`src/rtl/ttc_chanb_transmitter.sv`:
```
// TTC channel-B short-broadcast encoder: pending request flags, arbitration,
// Hamming protection and serialisation of 16-bit frames on bit_strobe.
module ttc_chanb_transmitter #(
  parameter int IDLE_GAP = 2
) (
  input  logic        clk,
  input  logic        reset_n,
  input  logic        bit_strobe,
  input  logic        tx_enable,
  input  logic        req_fill,
  input  logic [2:0]  fill_type_in,
  input  logic        req_counter_reset,
  input  logic        req_evt_count_reset,
  input  logic        req_pulse_start,
  input  logic        req_pulse_stop,
  output logic        chan_b_serial,
  output logic        busy,
  output logic [31:0] frames_sent,
  output logic [15:0] bad_req_count
);

  localparam int GW = $clog2(IDLE_GAP + 1);
  localparam logic [GW-1:0] GAP_LAST = GW'(IDLE_GAP - 1);

  typedef enum logic [1:0] {
    S_IDLE,
    S_SHIFT,
    S_GAP
  } state_t;

  state_t r_state;
  state_t w_next;

  logic          r_cr_pend;
  logic          r_ecr_pend;
  logic          r_fill_pend;
  logic [2:0]    r_fill_type;
  logic          r_pulse_pend;
  logic          r_pulse_stop;
  logic [15:0]   r_shift;
  logic [3:0]    r_bit_idx;
  logic [GW-1:0] r_gap_cnt;
  logic          r_serial;
  logic [31:0]   r_frames;
  logic [15:0]   r_bad;

  logic        w_any_pend;
  logic        w_gap_last;
  logic        w_load;
  logic        w_shift_adv;
  logic        w_stop_done;
  logic        w_gap_adv;
  logic        w_take_cr;
  logic        w_take_fill;
  logic        w_take_pulse;
  logic        w_fill_ok;
  logic        w_preq;
  logic [7:0]  w_fill_byte;
  logic [7:0]  w_byte;
  logic [4:0]  w_h;
  logic [15:0] w_frame;
  logic [1:0]  w_bad_inc;
  logic [16:0] w_bad_sum;

  assign w_any_pend  = r_cr_pend | r_ecr_pend | r_fill_pend | r_pulse_pend;
  assign w_gap_last  = (r_state == S_GAP) && (r_gap_cnt == GAP_LAST);
  assign w_load      = bit_strobe && tx_enable && w_any_pend &&
                       ((r_state == S_IDLE) || w_gap_last);
  assign w_stop_done = w_shift_adv && (r_bit_idx == 4'd15);

  assign w_take_cr    = w_load && r_cr_pend;
  assign w_take_fill  = w_load && !r_cr_pend && r_fill_pend;
  assign w_take_pulse = w_load && !r_cr_pend && !r_fill_pend && r_pulse_pend;

  assign w_fill_ok = (fill_type_in != 3'd0) && (fill_type_in <= 3'd4);
  assign w_preq    = req_pulse_start | req_pulse_stop;

  always_comb begin
    w_fill_byte = 8'h00;
    unique case (r_fill_type)
      3'b100:  w_fill_byte = 8'h80;
      3'b001:  w_fill_byte = 8'hA0;
      3'b010:  w_fill_byte = 8'hC0;
      3'b011:  w_fill_byte = 8'hE0;
      default: w_fill_byte = 8'h00;
    endcase
  end

  always_comb begin
    w_byte = 8'h00;
    unique case (1'b1)
      r_cr_pend:                   w_byte = 8'h28;
      !r_cr_pend && r_fill_pend:   w_byte = w_fill_byte;
      !r_cr_pend && !r_fill_pend && r_pulse_pend:
        w_byte = r_pulse_stop ? 8'hA8 : 8'h88;
      default:                     w_byte = 8'h00;
    endcase
    w_byte[1] = w_byte[1] | r_ecr_pend;
  end

  assign w_h[0] = w_byte[0] ^ w_byte[1] ^ w_byte[2] ^ w_byte[3];
  assign w_h[1] = w_byte[0] ^ w_byte[4] ^ w_byte[5] ^ w_byte[6];
  assign w_h[2] = w_byte[1] ^ w_byte[2] ^ w_byte[4] ^ w_byte[5] ^ w_byte[7];
  assign w_h[3] = w_byte[1] ^ w_byte[3] ^ w_byte[4] ^ w_byte[6] ^ w_byte[7];
  assign w_h[4] = ^{w_byte, w_h[3:0]};
  assign w_frame = {2'b00, w_byte, w_h, 1'b1};

  // overwrite of a flag that is being consumed this cycle is not an error
  assign w_bad_inc =
    2'(req_fill && (!w_fill_ok || (r_fill_pend && !w_take_fill))) +
    2'(req_pulse_start && req_pulse_stop) +
    2'(w_preq && r_pulse_pend && !w_take_pulse);
  assign w_bad_sum = {1'b0, r_bad} + 17'(w_bad_inc);

  always_ff @(posedge clk or negedge reset_n) begin
    if (!reset_n) begin
      r_state <= S_IDLE;
    end else begin
      r_state <= w_next;
    end
  end

  always_comb begin
    w_next = r_state;
    unique case (r_state)
      S_IDLE:  if (w_load) w_next = S_SHIFT;
      S_SHIFT: if (w_stop_done) w_next = S_GAP;
      S_GAP:   if (bit_strobe && w_gap_last)
                 w_next = w_load ? S_SHIFT : S_IDLE;
      default: w_next = S_IDLE;
    endcase
  end

  always_comb begin
    busy        = (r_state != S_IDLE);
    w_shift_adv = (r_state == S_SHIFT) && bit_strobe;
    w_gap_adv   = (r_state == S_GAP) && bit_strobe && !w_gap_last;
  end

  always_ff @(posedge clk or negedge reset_n) begin
    if (!reset_n) begin
      r_cr_pend    <= 1'b0;
      r_ecr_pend   <= 1'b0;
      r_fill_pend  <= 1'b0;
      r_fill_type  <= 3'd0;
      r_pulse_pend <= 1'b0;
      r_pulse_stop <= 1'b0;
      r_bad        <= 16'd0;
    end else begin
      if (req_counter_reset)   r_cr_pend <= 1'b1;
      else if (w_take_cr)      r_cr_pend <= 1'b0;
      if (req_evt_count_reset) r_ecr_pend <= 1'b1;
      else if (w_load)         r_ecr_pend <= 1'b0;
      if (req_fill && w_fill_ok) begin
        r_fill_pend <= 1'b1;
        r_fill_type <= fill_type_in;
      end else if (w_take_fill) begin
        r_fill_pend <= 1'b0;
      end
      if (w_preq) begin
        r_pulse_pend <= 1'b1;
        r_pulse_stop <= req_pulse_stop;
      end else if (w_take_pulse) begin
        r_pulse_pend <= 1'b0;
      end
      r_bad <= w_bad_sum[16] ? 16'hFFFF : w_bad_sum[15:0];
    end
  end

  always_ff @(posedge clk or negedge reset_n) begin
    if (!reset_n) begin
      r_serial  <= 1'b1;
      r_shift   <= 16'hFFFF;
      r_bit_idx <= 4'd0;
      r_gap_cnt <= '0;
      r_frames  <= 32'd0;
    end else begin
      if (w_load) begin
        r_serial  <= w_frame[15];
        r_shift   <= {w_frame[14:0], 1'b1};
        r_bit_idx <= 4'd0;
      end else if (w_shift_adv) begin
        r_serial <= r_shift[15];
        r_shift  <= {r_shift[14:0], 1'b1};
        if (r_bit_idx != 4'd15) r_bit_idx <= r_bit_idx + 4'd1;
      end
      if (w_stop_done)    r_gap_cnt <= '0;
      else if (w_gap_adv) r_gap_cnt <= r_gap_cnt + 1'b1;
      if (w_stop_done) r_frames <= r_frames + 32'd1;
    end
  end

  assign chan_b_serial = r_serial;
  assign frames_sent   = r_frames;
  assign bad_req_count = r_bad;

endmodule
```
`config.mk`:
```
export PLATFORM = sky130hd
export DESIGN_NAME = ttc_chanb_transmitter
export DESIGN_NICKNAME = d
export VERILOG_FILES = /design/src/rtl/ttc_chanb_transmitter.sv
export SDC_FILE = /design/constraint.sdc
export NUM_CORES = 1
export LEC_CHECK = 0
export CORE_UTILIZATION = 49
export DETAILED_ROUTE_END_ITERATION = 12
export HOLD_SLACK_MARGIN = 0.06
export PLACE_DENSITY_LB_ADDON = 0.05
export SYNTH_ARGS = -nofsm -noshare
export SYNTH_HDL_FRONTEND = slang
export SYNTH_SLANG_ARGS = --single-unit
export TNS_END_PERCENT = 1
```
`constraint.sdc`:
```
create_clock -name clk -period 3.3 [get_ports clk]
set_input_delay 0.66 -clock clk [delete_from_list [all_inputs] [get_ports clk]]
set_output_delay 0.66 -clock clk [all_outputs]
set_load 0.02 [all_outputs]
```
# == Yosys cells after proc, flatten, opt, wreduce, memory -nomap -nowiden ==
# Index checks and enable logic that the tools add are counted.
# classes
addsub,6
magnitude_cmp,1
n_eq_ne,12
n_mux,26
bitwise_logic,19
n_reduce_logical,45
# op_table
op,n
$mux 16,3
$add 32x1->32 const B,1
$pmux 8 s4,1
$logic_and 1x1->1,24
$pmux 8 s3,1
$add 16x2->17,1
$reduce_bool 2->1,8
$xor 1x1->1,14
$mux 4,3
$reduce_xor 12->1,1
$mux 1,11
$mux 2,5
$eq 3x2->1 const B,2
$logic_not 1->1,6
$mux 6,1
$pmux 2 s3,1
$or 1x1->1,5
$add 4x1->4 const B,1
$eq 2x1->1 const B,2
$eq 4x4->1 const B,1
$ne 2x2->1 const B,2
$ne 4x4->1 const B,1
$eq 3x1->1 const B,1
$eq 3x3->1 const B,1
11 further kinds,12
# word_totals
reg_bits,81
inputBits,12
output_inout_bits,50
elab_cells,122

# == Longest topological paths before layout ==
# logic_depth
ltp_word,15
ltp_mapped,15

# == Worst setup path after synthesis ==
# No wires, ideal clock.
# synth_timing
path_type,reg-to-reg
start,register r_gap_cnt[0]
end,register r_bad[13] (netlist: bad_req_count[13])
setup_time_ns,0.142
t_arrival_ns,3.242
required_ns,3.158
setup_slack_ns,-0.084
path_stages_with_launch,15
n_path_buf,2
path_cell_list,dfrtp_1 -> ha_1 -> nor2b_1 -> or2_2 -> o31ai_1 -> or2_2 -> fa_1 -> inv_1 -> ha_1 -> fa_1 -> and3_1 -> clkbuf_1 -> nand3_1 -> clkbuf_1 -> o21ai_0
# synth_between
elab_chain_len,14
elab_cells_between_ends,18
cone_classes,3 x add/sub; 1 x eq/ne; 1 x mux; 13 x reduce/logical
# synth_lines
element,line_no,source
"start, declared",42,logic [GW-1:0] r_gap_cnt;
"start signal, assigned",188,else if (w_gap_adv) r_gap_cnt <= r_gap_cnt + 1'b1;
$eq 2x1->1 *,66,assign w_gap_last = (r_state == S_GAP) && (r_gap_cnt == GAP_LAST);
$logic_and 1x1->1 *,66,
$logic_or 1x1->1 *,68,((r_state == S_IDLE) || w_gap_last);
$logic_and 1x1->1 *,67,assign w_load = bit_strobe && tx_enable && w_any_pend &&
$logic_and 1x1->1 *,"72, 73",
$logic_and 1x1->1,72,assign w_take_fill = w_load && !r_cr_pend && r_fill_pend;
$logic_not 1->1,110,2'(req_fill && (!w_fill_ok || (r_fill_pend && !w_take_fill))) +
$logic_and 1x1->1,110,
$logic_or 1x1->1,110,
$logic_and 1x1->1,110,
$add 1x1->2,110,
$add 2x1->2 *,111,2'(req_pulse_start && req_pulse_stop) +
$add 16x2->17 *,113,"assign w_bad_sum = {1'b0, r_bad} + 17'(w_bad_inc);"
$mux 16 *,166,r_bad <= w_bad_sum[16] ? 16'hFFFF : w_bad_sum[15:0];
"end signal, assigned",166,
"end, declared",45,logic [15:0] r_bad;
# Mark *: on every way between the ends. The rest lies on a longest branch, timed or not.
# A chain may end at the register's enable or synchronous reset.

# == Worst setup path after layout ==
# layout_timing
start,register r_gap_cnt[0]
end,register r_bad[15] (netlist: bad_req_count[15])
# Same word-level chain as after synthesis.

==> impl_metrics.yaml <==
outcome:
  status: "finished clean"
logic_synthesis:
  syn-instance-count: 403
  synth_edf_count: 0
  synth_nets: 422
  synth_area_um2: 4100
  avgSynthCellArea_um2: 10.2
  ys_ff_latch: 79
  synth_cell_types: 60
  synth_area_leaders: "dfrtp_1 (39%), dfstp_2 (9.6%), xnor2_1 (6.0%)"
  yosysTopAreaCell: "dfrtp_1"
  synth_top_area_share_pct: 39.0
  yosysWarnings: 0
  synthArstFlopShare_pct: 100
  synthFlopType: "dfrtp_1"
  seq_area_frac_synth_pct: 48.6
worst_setup_path:
  cp_cell_sequence: "ha_1 > nor2b_4 > or2_4 > o31ai_2 > or2_2 > fa_1 > inv_1 > ha_2 > fa_2 > and3_4 > nand2b_1 > mux2_2"
  cp-endpoint: "bad_req_count[15]"
  cpPeakStageDelay_ns: 0.48
  crit_path_max_fanout: 4
  cp.depth: 12
  crit_start: "r_gap_cnt[0]"
  r2r_end: "bad_req_count[15]"
  worstRegToRegCells: 12
  worst-path-buf-inv: 1
  crit_path_start_kind: "flip-flop"
  worst-r2r-setup-slack_ns: 0.14
  endpoint_kind: "flip-flop"
  critical_path.top_delay_family: "adder cells"
  worst-setup-path-type: "flip-flop to flip-flop"
  required_ns: 3.54
  reg2reg_from: "r_gap_cnt[0]"
  arrival_ns: 3.40
  slowest_stage: "fa_1"
layout:
  drive_gt1_share_pct: 17.0
  design_area_um2: 5210
  n_fill_cell: 725
  final-instance-count-excl-fill: 593
  synthToLayoutAreaGrowth_pct: 26.9
  utilization_pct: 63.7
  n_antenna_cell: 0
  nets: 502
floorplanning:
  die_w_um: 93.5
  rows: 33
  ios: 62
  die_area_um2: 8740
  die_y_um: 93.5
  core_area_um2: 8180
  start_util_pct: 50.2
global_route:
  grt_max_degree: 80
  grt_pass1_wl_mm: 14.7
  antenna_found_initial: 0
  track_usage_pct: 21.5
  grt_pass1_vias: 3019
  grt_overflow: 0
clock_tree:
  clock-sinks: 79
  clk_latency_ns: 0.35
  cts.clk_slew.worst_paths_ns: 0.08
  clockBufferDepth: 2
  clockRootBuffer: "clkbuf_8"
  cts_tree: "built"
  cts_buffers: 9
  htree_levels: 3
  ctsHoldBuffers: 0
power:
  power_density_nw_per_um2: 586
  cellLeakagePower_nw: 2.26
  peakVddDrop_mv: 0.395
  report.power.total_mw: 3.05
timing:
  drv_slew: 0
  whs_ns: 0.448
  finalCriticalPeriod_ns: 3.16
  worstMarginPinSlew_ns: 0.991
  finalHoldViolCount: 0
  setup_ws_ns: 0.136
  fin_tns_setup_ns: 0
  relSlewSlack_pct: 34.0
  skew_ns: 0.00758
  rsz0062_at_grt: "no"
  setup_viol: 0
  fin_crit_sh_pct: 95.9
  fmax_mhz: 316
drt:
  drt_drc_violations_left: 0
  drtIter0Drc: 136
  ant_nets: 0
  vias_per_cell: 5.47
  vias: 3243
  wire_per_inst_um: 14.8
  drtPass1Iterations: 4
  routed_wl_mm: 8.78
place:
  portBuffers: 61
  dpl_cell_area_um2: 4950
  place_inst: 576
  place_hpwl_mm: 6.18
  gp_congestion: 0.789
  dp_slack_ns: -0.441
flow_run:
  drv_cap: 0
hold_path:
  hold_class: "input port to async pin"
-- metal layers --
layer  GRT usage [%]  part of all wire (%)  vias up
met5               0                     0        -
met4            6.28                  0.99        0
met3            4.39                   3.5        6
met2            34.3                    46       68
met1            29.6                    49     1579
li1                -                     -     1590
-- layout by cell type, fill, tap and decap left out, types with 3 or more instances in the layout --
cell type / instances
a31oi_1: 3
nand2b_1: 4
nand4_1: 14
ha_1: 4
nor4b_1: 3
clkinvlp_4: 3
clkbuf_8: 10
buf_4: 27
nor3_1: 10
dfrtp_1: 64
nor4_2: 5
nor4_1: 8
nor2b_1: 4
xor2_1: 23
and3_1: 7
nand3_1: 17
a211oi_1: 6
a21o_1: 6
a21oi_1: 17
inv_1: 15
dfstp_2: 15
clkdlybuf4s50_1: 58
nor2_1: 16
nand2_1: 44
and3b_1: 4
o21ai_0: 8
and2_1: 8
and4_1: 3
xnor2_1: 28
-- worst min-delay path by stage --
stage / to / depth (start not counted)
CTS: r_shift[15] / 2
detailed placement: r_shift[11] / 2
finish: frames_sent[18] / 1
floorplan: bad_req_count[0] / 0
global route: r_shift[15] / 2
global placement: r_shift[7] / 2
-- repair_timing --
action	4_1_cts	5_1_grt
cloned	0	0
resized for setup	3	9
pin swaps	1	4
setup endpoints to repair	16	16
setup buffers	0	1
-- cell usage after synthesis, drive strengths merged, types with 4 or more instances --
cell     n
and2     9
a211oi   6
ha       5
nor4    13
xnor2   28
nand2b   4
and3     8
and3b    4
nand4   15
nor2b    5
inv     15
o21ai    8
clkbuf  12
nand2   44
dfstp   15
dfrtp   64
xor2    23
a21o     6
nand3   19
a21oi   17
nor2    16
nor3    12
buf      6
-- sequential cells by signal, indices dropped and copies added, names as in the netlist, 2 cells and up --
| signal | count |
|---|---|
| r_state | 2 |
| bad_req_count | 16 |
| r_shift | 14 |
| frames_sent | 32 |
| r_gap_cnt | 2 |
| r_fill_type | 3 |
| r_bit_idx | 4 |
-- final cells by class --
type / instances / area, um2 / area share, %
flip-flops and latches: 79 / 2000 / 38.3
clock buffers: 11 / 141 / 2.72
well taps: 105 / 131 / 2.52
inverters: 15 / 56.3 / 1.08
multi-input cells: 291 / 2020 / 38.7
repair buffers: 87 / 808 / 15.5
clock inverters: 5 / 57.6 / 1.11
-- power breakdown --
| group | switching (mW) | leakage [nW] | internal (mW) |
|---|---|---|---|
| combinational | 0.463 | 1.19 | 0.468 |
| sequential | 0.188 | 0.972 | 1.21 |
| clock | 0.357 | 0.0916 | 0.369 |
| total | 1.01 | 2.26 | 2.04 |
-- logic make-up (layout without fill, tap and decap cells) --
group	Yosys count	count (layout)	share of synthesized area, %
flip-flops	79	79	48.6
XOR/XNOR	51	51	10.9
AO/OA/AOI/OAI	59	59	9.67
adder cells (fa/ha/maj)	7	7	2.50
buffers and inverters	33	118	3.32
multiplexers	2	2	0.518
AND/OR/NAND/NOR	172	172	24.5
-- worst reg2reg max path, stage by stage (launching register included) --
cell and delay, ns:
dfrtp_1 0.40, ha_1 0.26, nor2b_4 0.21, or2_4 0.16, o31ai_2 0.06, or2_2 0.30, fa_1 0.48, inv_1 0.04
ha_2 0.19, fa_2 0.39, and3_4 0.20, nand2b_1 0.13, mux2_2 0.25
Power figures use the tool's default switching activity.
